## src/rtl/id_ex_pipe.sv

```systemverilog
// ID->EX pipeline boundary.
//
// Holds the decoded instruction bundle from the ID-stage operand generator and presents it to EX
// under a valid/ready handshake. The two-entry buffer (main + skid) means id_ready comes straight
// from a flop, so EX back-pressure never forms a combinational path into ID.
//
// Ports:
//   clk, rst                 clock (rising edge), asynchronous active-low reset
//   flush                    synchronous squash of every buffered bundle
//   id_valid / id_ready      ID-side handshake (id_ready is registered)
//   id_*                     incoming bundle: pc, op, funct, operands, store data, writeback ctrl
//   ex_valid / ex_ready      EX-side handshake
//   ex_*                     bundle presented to EX, forced to an all-zero NOP while ex_valid=0
//   stall_cycles             saturating count of edges with ex_valid && !ex_ready
module id_ex_pipe #(
  parameter int unsigned DATA_W     = 32,
  parameter int unsigned ADDR_W     = 32,
  parameter int unsigned REG_ADDR_W = 5,
  parameter int unsigned CNT_W      = 16
) (
  input  logic                  clk,
  input  logic                  rst,
  input  logic                  flush,
  input  logic                  id_valid,
  output logic                  id_ready,
  input  logic [ADDR_W-1:0]     id_addr,
  input  logic [5:0]            id_op,
  input  logic [5:0]            id_funct,
  input  logic [DATA_W-1:0]     id_operand_1,
  input  logic [DATA_W-1:0]     id_operand_2,
  input  logic [DATA_W-1:0]     id_mem_data,
  input  logic                  id_reg_write_en,
  input  logic [REG_ADDR_W-1:0] id_reg_write_addr,
  output logic                  ex_valid,
  input  logic                  ex_ready,
  output logic [ADDR_W-1:0]     ex_addr,
  output logic [5:0]            ex_op,
  output logic [5:0]            ex_funct,
  output logic [DATA_W-1:0]     ex_operand_1,
  output logic [DATA_W-1:0]     ex_operand_2,
  output logic [DATA_W-1:0]     ex_mem_data,
  output logic                  ex_reg_write_en,
  output logic [REG_ADDR_W-1:0] ex_reg_write_addr,
  output logic [CNT_W-1:0]      stall_cycles
);

  localparam int unsigned PL_W = ADDR_W + 6 + 6 + 3 * DATA_W + 1 + REG_ADDR_W;

  // Occupancy of the two-entry buffer.
  localparam logic [1:0] ST_EMPTY = 2'd0;
  localparam logic [1:0] ST_ONE   = 2'd1;
  localparam logic [1:0] ST_FULL  = 2'd2;

  localparam logic [CNT_W-1:0] CNT_ONE = {{(CNT_W-1){1'b0}}, 1'b1};
  localparam logic [CNT_W-1:0] CNT_MAX = {CNT_W{1'b1}};

  logic [1:0]       state_q, state_d;
  logic [PL_W-1:0]  main_q, main_d;
  logic [PL_W-1:0]  skid_q, skid_d;
  logic             id_ready_q, id_ready_d;
  logic [CNT_W-1:0] stall_q, stall_d;

  logic             main_valid;
  logic             accept;
  logic             issue;
  logic [PL_W-1:0]  id_bundle;
  logic [PL_W-1:0]  ex_bundle;

  assign id_bundle = {id_addr, id_op, id_funct, id_operand_1, id_operand_2, id_mem_data,
                      id_reg_write_en, id_reg_write_addr};

  // ex_valid is decoded from the state flop, so an async reset drops it without a clock edge.
  assign main_valid = (state_q != ST_EMPTY);
  assign accept     = id_valid && id_ready_q;
  assign issue      = main_valid && ex_ready;

  always_comb begin
    state_d = state_q;
    main_d  = main_q;
    skid_d  = skid_q;
    case (state_q)
      ST_EMPTY: begin
        if (accept) begin
          main_d  = id_bundle;
          state_d = ST_ONE;
        end
      end
      ST_ONE: begin
        if (accept && issue) begin
          main_d = id_bundle;
        end else if (accept) begin
          skid_d  = id_bundle;
          state_d = ST_FULL;
        end else if (issue) begin
          state_d = ST_EMPTY;
        end
      end
      ST_FULL: begin
        // id_ready is low here, so only the skid-to-main shift can happen.
        if (issue) begin
          main_d  = skid_q;
          state_d = ST_ONE;
        end
      end
      default: state_d = ST_EMPTY;
    endcase

    // Squash wins over everything; payload regs may still load but are invisible while empty.
    if (flush) begin
      state_d = ST_EMPTY;
    end

    id_ready_d = (state_d != ST_FULL);
  end

  always_comb begin
    stall_d = stall_q;
    if (main_valid && !ex_ready && (stall_q != CNT_MAX)) begin
      stall_d = stall_q + CNT_ONE;
    end
  end

  always_ff @(posedge clk or negedge rst) begin
    if (!rst) begin
      state_q    <= ST_EMPTY;
      main_q     <= '0;
      skid_q     <= '0;
      id_ready_q <= 1'b1;
      stall_q    <= '0;
    end else begin
      state_q    <= state_d;
      main_q     <= main_d;
      skid_q     <= skid_d;
      id_ready_q <= id_ready_d;
      stall_q    <= stall_d;
    end
  end

  // Bubble: everything reads zero (op=0, funct=0, reg_write_en=0) when nothing is valid.
  assign ex_bundle = main_valid ? main_q : '0;

  assign {ex_addr, ex_op, ex_funct, ex_operand_1, ex_operand_2, ex_mem_data,
          ex_reg_write_en, ex_reg_write_addr} = ex_bundle;

  assign ex_valid     = main_valid;
  assign id_ready     = id_ready_q;
  assign stall_cycles = stall_q;

endmodule

```

## config.mk

```make
export PLATFORM = sky130hd
export DESIGN_NAME = id_ex_pipe
export DESIGN_NICKNAME = d
export VERILOG_FILES = /design/src/rtl/id_ex_pipe.sv
export SDC_FILE = /design/constraint.sdc
export NUM_CORES = 1
export LEC_CHECK = 0
export BUFFER_PORTS_ARGS = -buffer_cell sky130_fd_sc_hd__buf_2
export CAP_MARGIN = 15
export CORE_ASPECT_RATIO = 1.1
export CORE_MARGIN = 2
export CORE_UTILIZATION = 59
export CTS_CLUSTER_DIAMETER = 80
export CTS_CLUSTER_SIZE = 30
export DETAILED_ROUTE_END_ITERATION = 10
export PLACE_DENSITY = 0.87
export SLEW_MARGIN = 30
export SYNTH_ARGS = -nofsm -noshare
export SYNTH_HDL_FRONTEND = slang
export SYNTH_SLANG_ARGS = --single-unit
```

## constraint.sdc

```tcl
create_clock -name clk -period 3.01 [get_ports clk]
set_input_delay 0.903 -clock clk [delete_from_list [all_inputs] [get_ports clk]]
set_output_delay 0.903 -clock clk [all_outputs]
set_load 0.1 [all_outputs]
```

==> results of run 1 <==
-- flip-flops by register name (all words and copies together), names as in the netlist --
name          cells
id_ready          1
state_q           2
stall_cycles     16
main_q          146
skid_q          146
-- cell usage in the layout (no fill, tap or decap), types with 2 or more instances in the layout --
master / n
a31oi_1: 146
diode_2: 13
nor2_1: 149
clkbuf_16: 15
nor3_1: 4
a211oi_1: 3
o31ai_1: 2
buf_2: 298
a21oi_1: 2
clkbuf_4: 14
a2111oi_0: 2
xor2_1: 12
clkbuf_1: 4
nand2_1: 299
mux2_2: 148
inv_1: 4
buf_4: 12
or3_1: 3
buf_12: 17
nand3_1: 3
dfrtp_1: 309
and2_1: 146
nand4_1: 4
nor4_1: 2
-- worst max-delay path, stage by stage (launching register included) --
cell and delay, ns:
dfrtp_2 0.48, nor2_4 0.21, clkinv_8 0.15, buf_12 0.19, and2_1 0.17, buf_2 0.29
-- per-layer routing --
metal	GRT usage [%]	wire (um)	up-vias
li1	-	-	5045
met1	34.3	13200	5256
met2	44.5	16700	375
met3	4.14	2100	77
met4	11.1	1100	4
met5	0	21	-
-- per-stage QoR --
stage	worst slack, ns	util, %
2_1_floorplan	0.180	-
3_3_place_gp	0.282	68.9
3_5_place_dp	0.203	68.9
4_1_cts	0.0452	70.9
5_1_grt	0.00361	71.1
6_report	0.0844	71.2
-- cell type report --
class                           count  area (um^2)
Sequential cell                   311         7780
Fill cell                        1686         6610
Multi-Input combinational cell    943         5620
Timing Repair Buffer              342         2040
Clock buffer                       19          390
Tap cell                          300          375
Clock inverter                      3         47.5
Antenna cell                       13         32.5
Inverter                            5         31.3
-- power by group --
part	leakage, uW	internal [uW]	switching (uW)
clock network	0.000212	1020	1270
registers	0.00360	5150	595
logic	0.00383	1170	3030
-- path summary, 6_finish.rpt --
check | endpoint | slack (ns) | depth (start not counted)
min in group clk | skid_q[58]$_DFFE_PN0P_ | 0.51 | 1
worst min register to register | skid_q[58]$_DFFE_PN0P_ | 0.51 | 1
worst max register to register | skid_q[140]$_DFFE_PN0P_ | 0.94 | 5
max in group asynchronous | main_q[136]$_DFFE_PN0P_ | 1.91 | 2
worst min-delay path | main_q[90]$_DFFE_PN0P_ | 0.34 | 1
worst max-delay path | ex_operand_1[26] | 0.08 | 5
-- cell families after synthesis --
family                     Yosys count  synth area share (%)
muxes                              149                  12.1
adders and majority gates            1                0.0903
AOI/OAI and AO/OA                  159                  7.30
and+or+nand+nor                    621                  20.0
xor gates and xnor gates            13                 0.822
DFF                                311                  56.2
buffers and inverters              104                  3.51
-- synth_stat cells, types with 3 or more instances --
cell type and number:
and2_1 146, xor2_1 12, nand4_1 4, inv_1 5, clkbuf_1 53, o31ai_1 3
nand3_1 3, buf_4 15, mux2_2 148, a31oi_1 146, nor3_1 4, nor2_1 149
a211oi_1 3, nand2_1 299, or3_1 3, buf_2 30, dfrtp_1 310
-- what timing repair did --
| action | 4_1_cts | 5_1_grt |
|---|---|---|
| hold buffers | 0 | 0 |
| setup endpoints to repair | 147 | 96 |
| buffers inserted | 1 | 0 |
| pin swaps | 1 | 0 |
| resized for setup | 3 | 15 |
==> results_dict.tcl, run 1 <==
set metrics [dict create \
    status "finished, final reports clean" \
    worstReg2RegStart "state_q[0]$_DFF_PN0_" \
    cp-startpoint "state_q[0]$_DFF_PN0_" \
    first_iter_violations 687 \
    wire_per_inst_um 17.1 \
    cts-root-buf "clkbuf_16" \
    cts_tree "yes" \
    ys.flop_type "dfrtp_1" \
    gp_congestion 0.850 \
    synth_fp_nets 1510 \
    nNetsFinal 1769 \
    placed_cells 1900 \
    worstPathArrival_ns 2.02 \
    hold_violations 0 \
    core_area_um2 22900 \
    netlist_area_um2 13800 \
    hpwl_mm 22.5 \
    die_area_um2 24700 \
    max_freq_mhz 342 \
    grt_antenna_before_repair 13 \
    drtAntennaViolNets 0 \
    htreeDepth 1 \
    yosys_warnings 0 \
    ys_ff_latch 311 \
    path_clk_slew_ns 0.11 \
    fin_cells 1936 \
    via_per_inst 5.56 \
    ios 315 \
    overflow 0 \
    synth_top_area_share_pct 56.0 \
    grt_start_max_net_pins 105 \
    maxSlewHeadroom_pct 57.5 \
    fin_setup_tns_ns 0 \
    startpoint_type "flip-flop" \
    setup_viol 0 \
    hp-class "input pin to asynchronous set/reset pin" \
    fin_skew_ns 0.0226 \
    crit_fanout 42 \
    dpl-instance-area_um2 15800 \
    numCtsBuffers 14 \
    leakage_uw 0.00765 \
    synth_cells 1358 \
    io_buffers 314 \
    rsz0062_at_grt "no" \
    yosysTopAreaCell "dfrtp_1" \
    synth_edf_count 0 \
    grt_pass1_wl_mm 52.4 \
    die-height_um 165 \
    peakVddDrop_uv 654 \
    drc 0 \
    total_power_uw 12200 \
    crit_path_end_kind "output port" \
    syn_avg_cell_area_um2 10.2 \
    areaGrowthSynthToFinish_pct 17.9 \
    wl_mm 33.1 \
    drtPass1Iterations 5 \
    crit_type "flip-flop to output port" \
    synthTopCellsByArea "dfrtp_1 56%, mux2_2 12%, nand2_1 8.1%, a31oi_1 6.6%, and2_1 6.6%" \
    tightest_slew_ns 0.636 \
    start_util_pct 60.4 \
    whs_ns 0.343 \
    die_w_um 150 \
    yosysSeqAreaShare_pct 56.2 \
    post-route-period-util_pct 97.2 \
    maxCapViolCount 0 \
    required_ns 2.11 \
    grt_pass1_vias 10521 \
    finalCriticalPeriod_ns 2.93 \
    p_per_area_nw_per_um2 750 \
    clock_latency_ns 0.49 \
    cts.sinks 311 \
    fin_area_um2 16300 \
    rows 58 \
    async_reset_ff_share_pct 100 \
    track_usage_pct 26.4 \
    vias 10757 \
    clk_path_buf_depth 3 \
    yosysUniqueCellTypes 37 \
    finalMaxSlewViolations 0 \
    drive_gt1_share_pct 31.8 \
]
(Power assumes the default switching activity.)
==> run 2: changes to the inputs <==
==> config.mk (replaced) <==
export PLATFORM = sky130hd
export DESIGN_NAME = id_ex_pipe
export DESIGN_NICKNAME = d
export VERILOG_FILES = /design/src/rtl/id_ex_pipe.sv
export SDC_FILE = /design/constraint.sdc
export NUM_CORES = 1
export LEC_CHECK = 0
export CAP_MARGIN = 15
export CORE_ASPECT_RATIO = 1.1
export CORE_MARGIN = 2
export CORE_UTILIZATION = 60
export CTS_CLUSTER_DIAMETER = 80
export CTS_CLUSTER_SIZE = 30
export DETAILED_ROUTE_END_ITERATION = 10
export DONT_BUFFER_PORTS = 1
export MAX_ROUTING_LAYER = met4
export PLACE_DENSITY = 0.77
export SLEW_MARGIN = 30
export SYNTH_ARGS = -nofsm -noshare
export SYNTH_HDL_FRONTEND = slang
export SYNTH_SLANG_ARGS = --single-unit
==> run 2 against run 1 <==
  * First-iteration DRC count fell by 8.9%
  * Power rose by 4.2%
  * Clock power rose by 2%
  * Hold slack got worse by 0.25 ns
  * Register-to-register slack got worse by 0.07 ns
  * Via count fell by 5.0%
  * Die area fell by 1.6%
  * Setup slack improved by 0.032 ns
==> results_dict.tcl, run 2 (synthesized netlist as in run 1, its figures left out) <==
set metrics [dict create \
    path_cells "nor2_4 > inv_6 > buf_12 > and2_1 > buf_12" \
    drc 0 \
    max_freq_mhz 346 \
    hpwl_mm 21.6 \
    grt_pass1_vias 10385 \
    rrSetupSlack_ns 0.87 \
    cp_top_family "buffers and inverters" \
    cts-root-buf "clkbuf_16" \
    cts.sinks 311 \
    path_depth 5 \
    ff2ff_path_depth 5 \
    fin_ws_ns 0.117 \
    tightest_slew_ns 0.836 \
    leakage_uw 0.00739 \
    fin_cells 1760 \
    start_util_pct 60.8 \
    total_power_uw 12700 \
    core_area_um2 22800 \
    crit_type "flip-flop to output port" \
    drive_gt1_share_pct 24.2 \
    crit_end "ex_addr[28]" \
    ios 315 \
    num_antenna_cells 0 \
    fin_skew_ns 0.0171 \
    maxCapViolCount 0 \
    drtAntennaViolNets 0 \
    wire_per_inst_um 19.2 \
    die_area_um2 24300 \
    first_iter_violations 626 \
    worst_path_most_repeated_cell "buf_12" \
    setup_viol 0 \
    peakVddDrop_uv 749 \
    worstPathArrival_ns 1.99 \
    grt_start_max_net_pins 312 \
    rr_endpoint "skid_q[28]$_DFFE_PN0P_" \
    startpoint_type "flip-flop" \
    numCtsBuffers 14 \
    required_ns 2.11 \
    die_w_um 149 \
    path_clk_slew_ns 0.11 \
    gp_congestion 0.838 \
    drtPass1Iterations 4 \
    areaGrowthSynthToFinish_pct 23.7 \
    p_per_area_nw_per_um2 744 \
    clk_path_buf_depth 3 \
    post-route-period-util_pct 96.1 \
    fin_area_um2 17100 \
    cp-startpoint "state_q[0]$_DFF_PN0_" \
    slowest_delay_ns 0.47 \
    final_common_cell "dfrtp_1" \
    vias 10224 \
    pre_cts_slack_ns 0.443 \
    grt_pass1_wl_mm 53.4 \
    hold_violations 0 \
    placed_cells 1736 \
    via_per_inst 5.81 \
    crit_path_end_kind "output port" \
    worstReg2RegStart "state_q[0]$_DFF_PN0_" \
    dpl-instance-area_um2 16600 \
    io_buffers 0 \
    crit_buf_inv 3 \
    overflow 0 \
    wl_mm 33.8 \
    die-height_um 163 \
    crit_fanout 58 \
    clock_latency_ns 0.49 \
    htreeDepth 1 \
    finalMaxSlewViolations 0 \
    hp-class "input pin to asynchronous set/reset pin" \
    track_usage_pct 28.3 \
    grt_antenna_before_repair 0 \
    nNetsFinal 1606 \
    finalCriticalPeriod_ns 2.89 \
    final_cell_mix "309 x dfrtp_1, 299 x nand2_1, 149 x nor2_1" \
    rows 58 \
    maxSlewHeadroom_pct 44.3 \
    status "finished, final reports clean" \
    cts_tree "yes" \
    cpMaxStageDelayCell "dfrtp_2" \
    whs_ns 0.0933 \
]
-- run 2: changes by cell type in the layout (fill, tap and decap cells not counted), moves of 12 or more --
| cell | previous run | this run |
|---|---|---|
| buf_2 | 298 | 0 |
| buf_6 | 0 | 12 |
| diode_2 | 13 | 0 |
| buf_12 | 17 | 116 |
| clkbuf_4 | 14 | 0 |
| buf_4 | 12 | 49 |
-- run 2: repair_timing --
action	4_1_cts	5_1_grt
gates cloned	0	1
pin swaps	0	1
buffers inserted	0	1
endpoints found under the setup margin	116	39
hold buffers	0	0
gates resized for setup	3	13
-- run 2: final cells by class --
| type | count | area, um^2 |
|---|---|---|
| Tap cell | 300 | 375 |
| Sequential cell | 311 | 7780 |
| Inverter | 5 | 23.8 |
| Timing Repair Buffer | 179 | 2880 |
| Clock buffer | 19 | 400 |
| Fill cell | 1389 | 5660 |
| Clock inverter | 3 | 46.3 |
| Multi-Input combinational cell | 943 | 5620 |
-- run 2: worst min path at each step --
stage | endpoint | cells past startpoint | startpoint | slack, ns
2_1_floorplan | skid_q[100]$_DFFE_PN0P_ | 1 | skid_q[100]$_DFFE_PN0P_ | 0.48
3_3_place_gp | skid_q[144]$_DFFE_PN0P_ | 1 | skid_q[144]$_DFFE_PN0P_ | 0.49
6_report | main_q[118]$_DFFE_PN0P_ | 0 | rst | 0.09
3_5_place_dp | skid_q[133]$_DFFE_PN0P_ | 1 | skid_q[133]$_DFFE_PN0P_ | 0.50
4_1_cts | skid_q[123]$_DFFE_PN0P_ | 0 | rst | 0.08
5_1_grt | main_q[126]$_DFFE_PN0P_ | 0 | rst | 0.08
-- run 2: metrics by stage --
step	utilization (%)	TNS (ns)
2_1_floorplan	-	0
3_3_place_gp	72.8	0
3_5_place_dp	72.8	0
4_1_cts	74.8	0
5_1_grt	75.2	-0.00122
6_report	75.2	0
-- run 2: per-layer routing --
metal | track usage, % | vias to the layer above | routed length (um)
met1 | 33.9 | 5062 | 12500
met3 | 6.59 | 84 | 2900
li1 | - | 4710 | -
met5 | - | - | 0
met4 | 11.0 | 0 | 1420
met2 | 46.9 | 368 | 16900
-- run 2: worst reg2reg max path, stage by stage (launching register included) --
cell     delay [ns]
dfrtp_2        0.47
nor2b_1        0.32
nor3b_2        0.41
buf_12         0.22
buf_12         0.23
mux2_2         0.38
-- run 2: power breakdown --
group          leakage [uW]  total [uW]  internal, uW  switching (uW)
combinational       0.00357        4750          1670            3080
clock              0.000214        2330          1040            1290
sequential          0.00360        5670          5150             527
